$ cat config.mk
export PLATFORM = sky130hd
export DESIGN_NAME = lsu_ctrl_flat
export DESIGN_NICKNAME = d
export VERILOG_FILES = /design/src/rtl/lsu_ctrl_if.sv /design/src/rtl/lsu_ctrl.sv /design/src/flat_wrapper.sv
export SDC_FILE = /design/constraint.sdc
export NUM_CORES = 1
export LEC_CHECK = 0
export BUFFER_PORTS_ARGS = -buffer_cell sky130_fd_sc_hd__buf_2
export CORE_MARGIN = 4
export CORE_UTILIZATION = 40
export CTS_CLUSTER_SIZE = 14
export DETAILED_ROUTE_END_ITERATION = 8
export PLACE_DENSITY_LB_ADDON = 0.08
export RECOVER_POWER = 50
export SYNTH_ARGS = -nofsm -noshare
export SYNTH_HDL_FRONTEND = slang
export SYNTH_SLANG_ARGS = --single-unit
$ cat constraint.sdc
create_clock -name clk -period 1.79 [get_ports clk]
set_input_delay 0.358 -clock clk [delete_from_list [all_inputs] [get_ports clk]]
set_output_delay 0.358 -clock clk [all_outputs]
set_load 0.02 [all_outputs]
$ cat src/rtl/lsu_ctrl_if.sv
// Load/store unit bus bundle: MEM-stage request/response plus data-memory port.
interface lsu_ctrl_if #(
   parameter int unsigned ADDR_W = 32
);
   // Pipeline request
   logic              req_valid;
   logic              req_ready;
   logic              req_we;
   logic [1:0]        req_size;
   logic              req_unsigned;
   logic [ADDR_W-1:0] req_addr;
   logic [31:0]       req_wdata;
   // Pipeline response
   logic              rsp_valid;
   logic [31:0]       rsp_rdata;
   logic              rsp_fault;
   // Data memory port
   logic              dm_we;
   logic [ADDR_W-1:0] dm_A;
   logic [31:0]       dm_WD;
   logic [31:0]       dm_RD;

   // Pipeline and memory side (drives requests, provides read data)
   modport master (
      output req_valid, req_we, req_size, req_unsigned, req_addr, req_wdata, dm_RD,
      input  req_ready, rsp_valid, rsp_rdata, rsp_fault, dm_we, dm_A, dm_WD
   );

   // Load/store unit side
   modport slave (
      input  req_valid, req_we, req_size, req_unsigned, req_addr, req_wdata, dm_RD,
      output req_ready, rsp_valid, rsp_rdata, rsp_fault, dm_we, dm_A, dm_WD
   );
endinterface

$ cat src/rtl/lsu_ctrl.sv
// MEM-stage load/store control: turns byte/half/word requests into word-only
// memory accesses (RMW for sub-word stores, lane extract + extend for loads).
module lsu_ctrl #(
   parameter int unsigned DM_WORDS = 64,
   parameter int unsigned ADDR_W   = 32
) (
   input logic         clk,
   input logic         rst_n,
   lsu_ctrl_if.slave   bus
);
   localparam int unsigned IDX_W = ADDR_W - 2;
   localparam logic [IDX_W-1:0] DM_LIMIT = IDX_W'(DM_WORDS);
   localparam logic [1:0] SZ_B = 2'b00;
   localparam logic [1:0] SZ_H = 2'b01;
   localparam logic [1:0] SZ_W = 2'b10;
   localparam logic [1:0] SZ_X = 2'b11;

   typedef enum logic [1:0] {IDLE, RD, WR, RESP} state_e;

   state_e            state_q, state_d;
   logic [ADDR_W-1:0] addr_q, addr_d;
   logic [1:0]        size_q, size_d;
   logic              uns_q, uns_d;
   logic              we_q, we_d;
   logic [31:0]       wdata_q, wdata_d;
   logic [31:0]       merge_q, merge_d;
   logic [31:0]       rdata_q, rdata_d;
   logic              fault_q, fault_d;

   logic        ready_c;
   logic        accept_c;
   logic        fault_c;
   logic [4:0]  bsh_c;
   logic [4:0]  hsh_c;
   logic [7:0]  lane_b_c;
   logic [15:0] lane_h_c;
   logic [31:0] ld_data_c;
   logic [31:0] st_merge_c;

   assign ready_c  = (state_q == IDLE) || (state_q == RESP);
   assign accept_c = bus.req_valid && ready_c;

   // Reject illegal size, misalignment, or a word index beyond the memory
   always_comb begin
      fault_c = 1'b0;
      if (bus.req_size == SZ_X) fault_c = 1'b1;
      if ((bus.req_size == SZ_H) && bus.req_addr[0]) fault_c = 1'b1;
      if ((bus.req_size == SZ_W) && (bus.req_addr[1:0] != 2'b00)) fault_c = 1'b1;
      if (bus.req_addr[ADDR_W-1:2] >= DM_LIMIT) fault_c = 1'b1;
   end

   // Little-endian lane extraction, extension and sub-word merge
   always_comb begin
      bsh_c    = {addr_q[1:0], 3'b000};
      hsh_c    = {addr_q[1], 4'b0000};
      lane_b_c = 8'(bus.dm_RD >> bsh_c);
      lane_h_c = addr_q[1] ? bus.dm_RD[31:16] : bus.dm_RD[15:0];
      case (size_q)
         SZ_B:    ld_data_c = {{24{~uns_q & lane_b_c[7]}}, lane_b_c};
         SZ_H:    ld_data_c = {{16{~uns_q & lane_h_c[15]}}, lane_h_c};
         default: ld_data_c = bus.dm_RD;
      endcase
      if (size_q == SZ_H)
         st_merge_c = (bus.dm_RD & ~(32'h0000_FFFF << hsh_c)) |
                      ({16'h0000, wdata_q[15:0]} << hsh_c);
      else
         st_merge_c = (bus.dm_RD & ~(32'h0000_00FF << bsh_c)) |
                      ({24'h00_0000, wdata_q[7:0]} << bsh_c);
   end

   // Next-state and datapath register updates
   always_comb begin
      state_d = state_q;
      addr_d  = addr_q;
      size_d  = size_q;
      uns_d   = uns_q;
      we_d    = we_q;
      wdata_d = wdata_q;
      merge_d = merge_q;
      rdata_d = rdata_q;
      fault_d = fault_q;
      case (state_q)
         IDLE, RESP: begin
            if (accept_c) begin
               addr_d  = bus.req_addr;
               size_d  = bus.req_size;
               uns_d   = bus.req_unsigned;
               we_d    = bus.req_we;
               wdata_d = bus.req_wdata;
               rdata_d = '0;
               fault_d = fault_c;
               if (fault_c)
                  state_d = RESP;
               else if (bus.req_we && (bus.req_size == SZ_W))
                  state_d = WR;
               else
                  state_d = RD;
            end else if (state_q == RESP) begin
               state_d = IDLE;
            end
         end
         RD: begin
            if (we_q) begin
               merge_d = st_merge_c;
               state_d = WR;
            end else begin
               rdata_d = ld_data_c;
               state_d = RESP;
            end
         end
         WR: begin
            rdata_d = '0;
            fault_d = 1'b0;
            state_d = RESP;
         end
         default: state_d = IDLE;
      endcase
   end

   // State and datapath registers, synchronous active-low reset
   always_ff @(posedge clk) begin
      if (!rst_n) begin
         state_q <= IDLE;
         addr_q  <= '0;
         size_q  <= '0;
         uns_q   <= 1'b0;
         we_q    <= 1'b0;
         wdata_q <= '0;
         merge_q <= '0;
         rdata_q <= '0;
         fault_q <= 1'b0;
      end else begin
         state_q <= state_d;
         addr_q  <= addr_d;
         size_q  <= size_d;
         uns_q   <= uns_d;
         we_q    <= we_d;
         wdata_q <= wdata_d;
         merge_q <= merge_d;
         rdata_q <= rdata_d;
         fault_q <= fault_d;
      end
   end

   assign bus.req_ready = ready_c;
   assign bus.rsp_valid = (state_q == RESP);
   assign bus.rsp_rdata = rdata_q;
   assign bus.rsp_fault = fault_q;
   // Gate with reset so an aborted access can never write memory
   assign bus.dm_we     = (state_q == WR) && rst_n;
   assign bus.dm_A      = {addr_q[ADDR_W-1:2], 2'b00};
   assign bus.dm_WD     = (state_q != WR) ? 32'h0 : ((size_q == SZ_W) ? wdata_q : merge_q);

endmodule

$ cat src/flat_wrapper.sv
// flat-port wrapper written by rule: the top's interface ports become plain ports
module lsu_ctrl_flat 
#(
   parameter int unsigned DM_WORDS = 64,
   parameter int unsigned ADDR_W   = 32
)
  (clk, rst_n, bus_req_valid, bus_req_we, bus_req_size, bus_req_unsigned, bus_req_addr, bus_req_wdata, bus_dm_RD, bus_req_ready, bus_rsp_valid, bus_rsp_rdata, bus_rsp_fault, bus_dm_we, bus_dm_A, bus_dm_WD);
  lsu_ctrl_if #(.ADDR_W(ADDR_W)) bus_i ();
  input logic clk;
  input logic rst_n;
  input wire logic [$bits(bus_i.req_valid)-1:0] bus_req_valid;
  input wire logic [$bits(bus_i.req_we)-1:0] bus_req_we;
  input wire logic [$bits(bus_i.req_size)-1:0] bus_req_size;
  input wire logic [$bits(bus_i.req_unsigned)-1:0] bus_req_unsigned;
  input wire logic [$bits(bus_i.req_addr)-1:0] bus_req_addr;
  input wire logic [$bits(bus_i.req_wdata)-1:0] bus_req_wdata;
  input wire logic [$bits(bus_i.dm_RD)-1:0] bus_dm_RD;
  output wire logic [$bits(bus_i.req_ready)-1:0] bus_req_ready;
  output wire logic [$bits(bus_i.rsp_valid)-1:0] bus_rsp_valid;
  output wire logic [$bits(bus_i.rsp_rdata)-1:0] bus_rsp_rdata;
  output wire logic [$bits(bus_i.rsp_fault)-1:0] bus_rsp_fault;
  output wire logic [$bits(bus_i.dm_we)-1:0] bus_dm_we;
  output wire logic [$bits(bus_i.dm_A)-1:0] bus_dm_A;
  output wire logic [$bits(bus_i.dm_WD)-1:0] bus_dm_WD;
  assign bus_i.req_valid = bus_req_valid;
  assign bus_i.req_we = bus_req_we;
  assign bus_i.req_size = bus_req_size;
  assign bus_i.req_unsigned = bus_req_unsigned;
  assign bus_i.req_addr = bus_req_addr;
  assign bus_i.req_wdata = bus_req_wdata;
  assign bus_i.dm_RD = bus_dm_RD;
  assign bus_req_ready = bus_i.req_ready;
  assign bus_rsp_valid = bus_i.rsp_valid;
  assign bus_rsp_rdata = bus_i.rsp_rdata;
  assign bus_rsp_fault = bus_i.rsp_fault;
  assign bus_dm_we = bus_i.dm_we;
  assign bus_dm_A = bus_i.dm_A;
  assign bus_dm_WD = bus_i.dm_WD;
  lsu_ctrl #(.DM_WORDS(DM_WORDS), .ADDR_W(ADDR_W)) u_core (.clk(clk), .rst_n(rst_n), .bus(bus_i));
endmodule
Word-level counts from Yosys, hierarchy flattened
Index checks and enable logic that the tools add are counted.
W data, S select, Z words.

word-level totals
  input bits = 103
  register bits = 135

operators by class
  shift operators = 5
  bitwise logic cells = 9
  $lt $le $gt $ge = 1
  equality and inequality tests = 12
  mux-type cells = 20
  reductions and logical operators = 15

operators with widths
  operator                 number
  $mux W32                 5
  $pmux W32 S3             1
  $and A32 B32 Y32         2
  $not A32 Y32             2
  $or A32 B32 Y32          2
  $pmux W32 S2             1
  $shl A16 B5 Y32          1
  $shl A16 B5 Y32 const A  1
  $shl A8 B5 Y32           1
  $shl A8 B5 Y32 const A   1
  $shr A32 B5 Y8           1
  $ge A30 B7 Y1 const B    1
  $mux W16                 1
  $eq A2 B2 Y1 const B     5
  $mux W2                  4
  $reduce_and A2 Y1        4
  $eq A2 B1 Y1 const B     3
  $mux W1                  6
  $pmux W2 S3              1
  $logic_and A1 B1 Y1      5
  $logic_not A2 Y1         2
  $ne A2 B2 Y1 const B     2
  $reduce_bool A2 Y1       2
  $ne A3 B2 Y1 const B     1
  other kinds (6)          7

Longest topological paths before layout
Gate-level depths: netlist of run 1.

  depth after elaboration = 8
  mapped depth = 8

Worst setup path after synthesis of run 1
OpenSTA, ideal clock, no wires.

  kind = reg2out
  start = register u_core.size_q[1]
  end = output port bus_dm_WD[1]
  stages on the path, launching flop included = 6
  buffers on the path = 1
  data required time = 1.432 ns
  data arrival time = 1.418 ns
  slack = 0.014 ns
  path through = dfxtp_1 > clkinv_1 > nor2_2 > buf_2 > nand2_1 > a21oi_1

between the ends
  cells in the longest elaborated chain, start to end = 3

ends and longest elaborated chain
  element                   RTL line            text
  start: declaration        lsu_ctrl.sv:22      logic [1:0] size_q, size_d;
  start signal: assignment  lsu_ctrl.sv:135     size_q <= size_d;
  $eq A2 B2 Y1              lsu_ctrl.sv:152     assign bus.dm_WD = (state_q != WR) ? 32'h0 : ((size_q == SZ_W) ? wdata_q : merge_q);
  $mux W32 (2 in series)    lsu_ctrl.sv:152
  end: declaration          flat_wrapper.sv:24  output wire logic [$bits(bus_i.dm_WD)-1:0] bus_dm_WD;

Every way passes these cells.

Worst setup path after layout of run 1
  start = register u_core.size_q[1]
  end = output port bus_dm_WD[22]

Same word-level chain as after synthesis.

==> results of run 1 <==
==> final cells by class <==
type	count	area [um^2]
Antenna cell	1	2.50
Clock buffer	20	457
Clock inverter	12	198
Fill cell	1616	7380
Inverter	7	38.8
Multi-Input combinational cell	630	3760
Sequential cell	135	2710
Tap cell	220	275
Timing Repair Buffer	255	1710
==> registers in the layout (all words and copies together) (netlist names) <==
register              count
u_core.addr_q            32
u_core.bus.rsp_fault      1
u_core.bus.rsp_rdata     32
u_core.merge_q           32
u_core.size_q             2
u_core.state_q            2
u_core.uns_q              1
u_core.wdata_q           32
u_core.we_q               1
==> synth_stat cells, types with 14 or more instances <==
library cell,number
nand2b_1,14
nor2_1,26
nor2b_1,18
nand2_1,267
o32ai_1,16
o21ai_0,31
a21boi_0,69
mux2i_1,34
buf_4,33
dfxtp_1,135
clkbuf_1,49
a21oi_1,74
==> cells by family after synthesis <==
kind of cell	share of synthesized area (%)
AOI/OAI and AO/OA	22.4
adders and majority gates	0.747
buffers and inverters	8.15
DFF	40.4
muxes	5.42
other	0.0560
and+or+nand+nor	22.9
==> timing repair <==
item	CTS	global route
resized for setup	95	75
pin swaps	8	33
cloned	1	2
setup endpoints to repair	33	43
buffers inserted	8	7
==> how the worst min path moves through the flow <==
stage	slack (ps)	startpoint	endpoint	cells after the start
global placement	420	u_core.bus.rsp_rdata[10]	u_core.bus.rsp_rdata[10]	2
finish	180	bus_req_wdata[16]	u_core.wdata_q[16]	3
floorplan	440	u_core.wdata_q[16]	u_core.wdata_q[16]	2
detailed placement	430	u_core.bus.rsp_rdata[14]	u_core.bus.rsp_rdata[14]	2
global route	180	bus_req_addr[4]	u_core.addr_q[4]	3
CTS	170	bus_req_wdata[16]	u_core.wdata_q[16]	3
==> worst register-to-register path, cell delays in order (launching register included) <==
cell and delay [ps]:
dfxtp_1 450, inv_2 90, ha_4 280, buf_6 100, nand2b_1 330, buf_12 260
nand2_1 110, a21boi_0 170
==> through the flow <==
step,area [um^2],TNS [ps],cells,hold WS (ps),utilization (%)
CTS,8920,-5480,1273,166,54.0
detailed placement,7890,0,1232,430,47.8
floorplan,6700,0,868,444,-
global placement,7890,0,1232,424,47.8
global route,9140,-21050,1280,177,55.3
finish,9140,-6680,1280,183,55.3
==> layer usage <==
layer / vias to the layer above / track usage, % / share of wire (%)
met5: - / 0 / 0
met4: 0 / 8.43 / 2.0
met3: 31 / 5.59 / 8.1
met2: 242 / 35.2 / 44
met1: 3031 / 33.2 / 46
li1: 3261 / - / -
==> report_power, final <==
part | switching, mW | internal, mW | total (mW)
Sequential | 0.426 | 3.54 | 3.97
Combinational | 2.84 | 1.80 | 4.64
Clock | 1.33 | 2.54 | 3.88
Total | 4.60 | 7.89 | 12.5
==> out/metrics.cfg, run 1 <==
[floorplan]
core_um2=16500
start_util_pct=40.5
die-height_um=137
pin_count=203
die_w_um=137
row_count=47
die_area_um2=18900

[cts]
holdBufCountCts=0
tritoncts=yes
ctsHtreeMaxLevel=4
clockBufferDepth=2
cts_sinks=135
cts_root_buf=clkbuf_16
cts.clk_slew.worst_paths_ps=60
cts_buffers=17
clock_latency_ps=420

[sta]
clock_skew_ps=5.11
setup_viol=77
rsz0062_at_grt=true
min_period_ps=1970
fmax_mhz=507
period_share_pct=110
hold_viol_final=0
drv_slew=0
postLayoutSetupSlackWorst_ps=-184

[grt]
grt_pass1_wl_mm=34.3
grt_antenna_before_repair=1
grt_pass1_vias=6261
grt_overflow=0
grt_use_total_pct=23.6
grt_start_max_net_pins=76

[run_status]
outcome=complete, but fails checks
violations=setup timing

[drt]
drtIter0Drc=403
wl_per_cell_um=17.6
vias_per_cell=5.13
vias=6565
drc_errors=0
drt_first_pass_iters=5
routed_wl_mm=22.6
ant_nets=0

[synthesis]
seq_area_frac_synth_pct=40.4
synth_edf_count=0
synth_ff_type=dfxtp_1
syn-cell-area_um2=6700
yosysTopAreaCellShare_pct=40.4
ys_types=44
yosys-top-cells-area=dfxtp_1 40%, nand2_1 15%, a21boi_0 7.7%, a21oi_1 5.5%, mux2i_1 5.1%
synthCells=867
synth_warnings=0
async_flop_share_pct=0
syn_area_per_cell_um2=7.73
ys_ff_latch=135
yosys.area.top_type=dfxtp_1

[run]
cap_violations=0

[critical_path]
slowest_delay_ps=360
r2r-end=u_core.wdata_q[18]
reg2reg_setup_slack_ps=-80
crit_required_ps=1430
reg2reg_from=u_core.state_q[1]
path_cells=buf_6, nand2b_4, clkbuf_16, nand2_2, a21oi_2, buf_4
worstSetupPathType=reg -> out
crit_slowest_cell=dfxtp_4
worstPathMaxFanout=8
reg2reg_depth=7
crit_path_start=u_core.size_q[1]
arrival_ps=1620
worstSetupStartpointType=flip-flop
setup.worst_path.end=bus_dm_WD[22]
cp.buffers_inverters=3
endpoint_kind=primary output
path_depth=6
crit_family=buffers and inverters

[layout]
layout_common_cells=239 x nand2_1, 133 x dfxtp_1, 103 x buf_2, 69 x a21boi_0, 67 x clkbuf_1
layout.nets=1153
synthToLayoutAreaGrowth_pct=36.5
drive_gt1_share_pct=28.2
final_common_cell=nand2_1

[power]
pwr_density_cell_nw_per_um2=1370
leakage_nw=3.64
vdd_ir_drop_max_v=0.000837
design_power_total_mw=12.5

[placed_design]
gp_congestion=0.894
dp.final_hpwl_mm=16.3
portBuffers=200
dpl_worst_slack_ps=29.2

[min_path]
hold_class=in -> reg

No activity file was read; power rests on OpenSTA's default activity.
==> inputs of run 2 (changes only) <==
--- a/config.mk
+++ b/config.mk
@@ -10,6 +10,7 @@
 export CORE_UTILIZATION = 40
 export CTS_CLUSTER_SIZE = 14
 export DETAILED_ROUTE_END_ITERATION = 8
+export MAX_ROUTING_LAYER = met4
 export PLACE_DENSITY_LB_ADDON = 0.08
 export RECOVER_POWER = 50
 export SYNTH_ARGS = -nofsm -noshare
==> run 2 against run 1 <==
Net effect:
- critical path type unchanged
- design area is essentially flat
- global-route usage grew 0.67 points
- register-to-register slack gained 40 ps
- the flow still finishes with violations (setup timing)
==> out/metrics.cfg, run 2 (synthesis results as in run 1) <==
[run]
cap_violations=0

[layout]
final_common_cell=nand2_1
drive_gt1_share_pct=28.5
synthToLayoutAreaGrowth_pct=36.5
fillers=1615
layout_common_cells=234 x nand2_1, 132 x dfxtp_1, 104 x buf_2, 69 x a21boi_0, 67 x clkbuf_1
layout.nets=1152
final_cell_area_um2=9140

[sta]
setup_viol=44
postLayoutSetupSlackWorst_ps=-190
hold_viol_final=0
period_share_pct=111
drv_slew=0
finalSetupTns_ps=-5310
clock_skew_ps=4.35
fmax_mhz=505
rsz0062_at_grt=true
whs_ps=178
min_period_ps=1980

[grt]
grt_overflow=0
grt_pass1_vias=6267
grt_use_total_pct=24.2
grt_antenna_before_repair=1
grt_start_max_net_pins=76
grt_pass1_wl_mm=34.2

[drt]
routed_wl_mm=22.6
drc_errors=0
ant_nets=0
drt_first_pass_iters=5
drtIter0Drc=432
vias=6558
vias_per_cell=5.13
wl_per_cell_um=17.6

[power]
design_power_total_mw=12.4
leakage_nw=3.64
pwr_density_cell_nw_per_um2=1360
vdd_ir_drop_max_v=0.000844

[placed_design]
place_area_um2=7890
dp.final_hpwl_mm=16.3
portBuffers=200
gp_congestion=0.909
dpl_worst_slack_ps=29.2

[cts]
cts.clk_slew.worst_paths_ps=60
cts_buffers=17
clock_latency_ps=420
tritoncts=yes
cts_root_buf=clkbuf_16
holdBufCountCts=0
ctsHtreeMaxLevel=4
cts_sinks=135
clockBufferDepth=2

[floorplan]
die-height_um=137
die_w_um=137
row_count=47
core_um2=16500
pin_count=203
die_area_um2=18900
start_util_pct=40.5

[critical_path]
worstPathMaxFanout=8
endpoint_kind=primary output
arrival_ps=1620
crit_required_ps=1430
worstSetupStartpointType=flip-flop
worstSetupPathType=reg -> out

[run_status]
violations=setup timing
outcome=complete, but fails checks

[min_path]
hold_class=in -> reg

## run 2: area by class of cell
class	instances	area [um^2]	area share [%]
clock inverters	12	198	2.16
well taps	220	275	3.01
inverters	7	38.8	0.424
clock buffers	20	457	5.00
repair buffers	254	1700	18.6
multi-input cells	630	3760	41.2
flip-flops and latches	135	2710	29.6
diodes	1	2.50	0.0274
## run 2: worst max-delay path, stage by stage, from the launching register on
cell	delay (ps)
dfxtp_4	360
buf_6	130
nand2b_4	170
clkbuf_16	190
nand2_2	60
a21oi_2	130
buf_4	150
## run 2: path summary, 6_finish.rpt
kind	from	slack, ps	end	cells after the start
max	u_core.size_q[1]	-190	bus_dm_WD[22]	6
min reg2reg	u_core.bus.rsp_rdata[13]	440	u_core.bus.rsp_rdata[13]	2
max reg2reg	u_core.state_q[1]	-40	u_core.wdata_q[18]	7
min	bus_req_wdata[16]	180	u_core.wdata_q[16]	3
## run 2: what timing repair did
item | in CTS | in global routing
gates resized for setup | 95 | 81
endpoints found under the setup margin | 33 | 43
pin swaps | 8 | 33
buffers inserted | 8 | 6
gates cloned | 1 | 2
## run 2: metrics by stage
step	util, %	std cells
after global routing	55.3	1279
final	55.3	1279
after global placement	47.8	1232
after floorplan	-	868
after CTS	54.0	1273
after detailed placement	47.8	1232
## run 2: report_power, final
group / internal (mW) / total, mW / switching (mW)
registers: 3.55 / 3.97 / 0.422
logic: 1.76 / 4.60 / 2.84
clock network: 2.54 / 3.88 / 1.33
## run 2: per-layer routing
metal,vias to the layer above,track usage (%),routed length (um)
met4,0,8.37,456
met1,3013,33.6,10600
li1,3260,-,-
met3,35,5.11,1640
met2,250,35.1,9920
met5,-,-,0
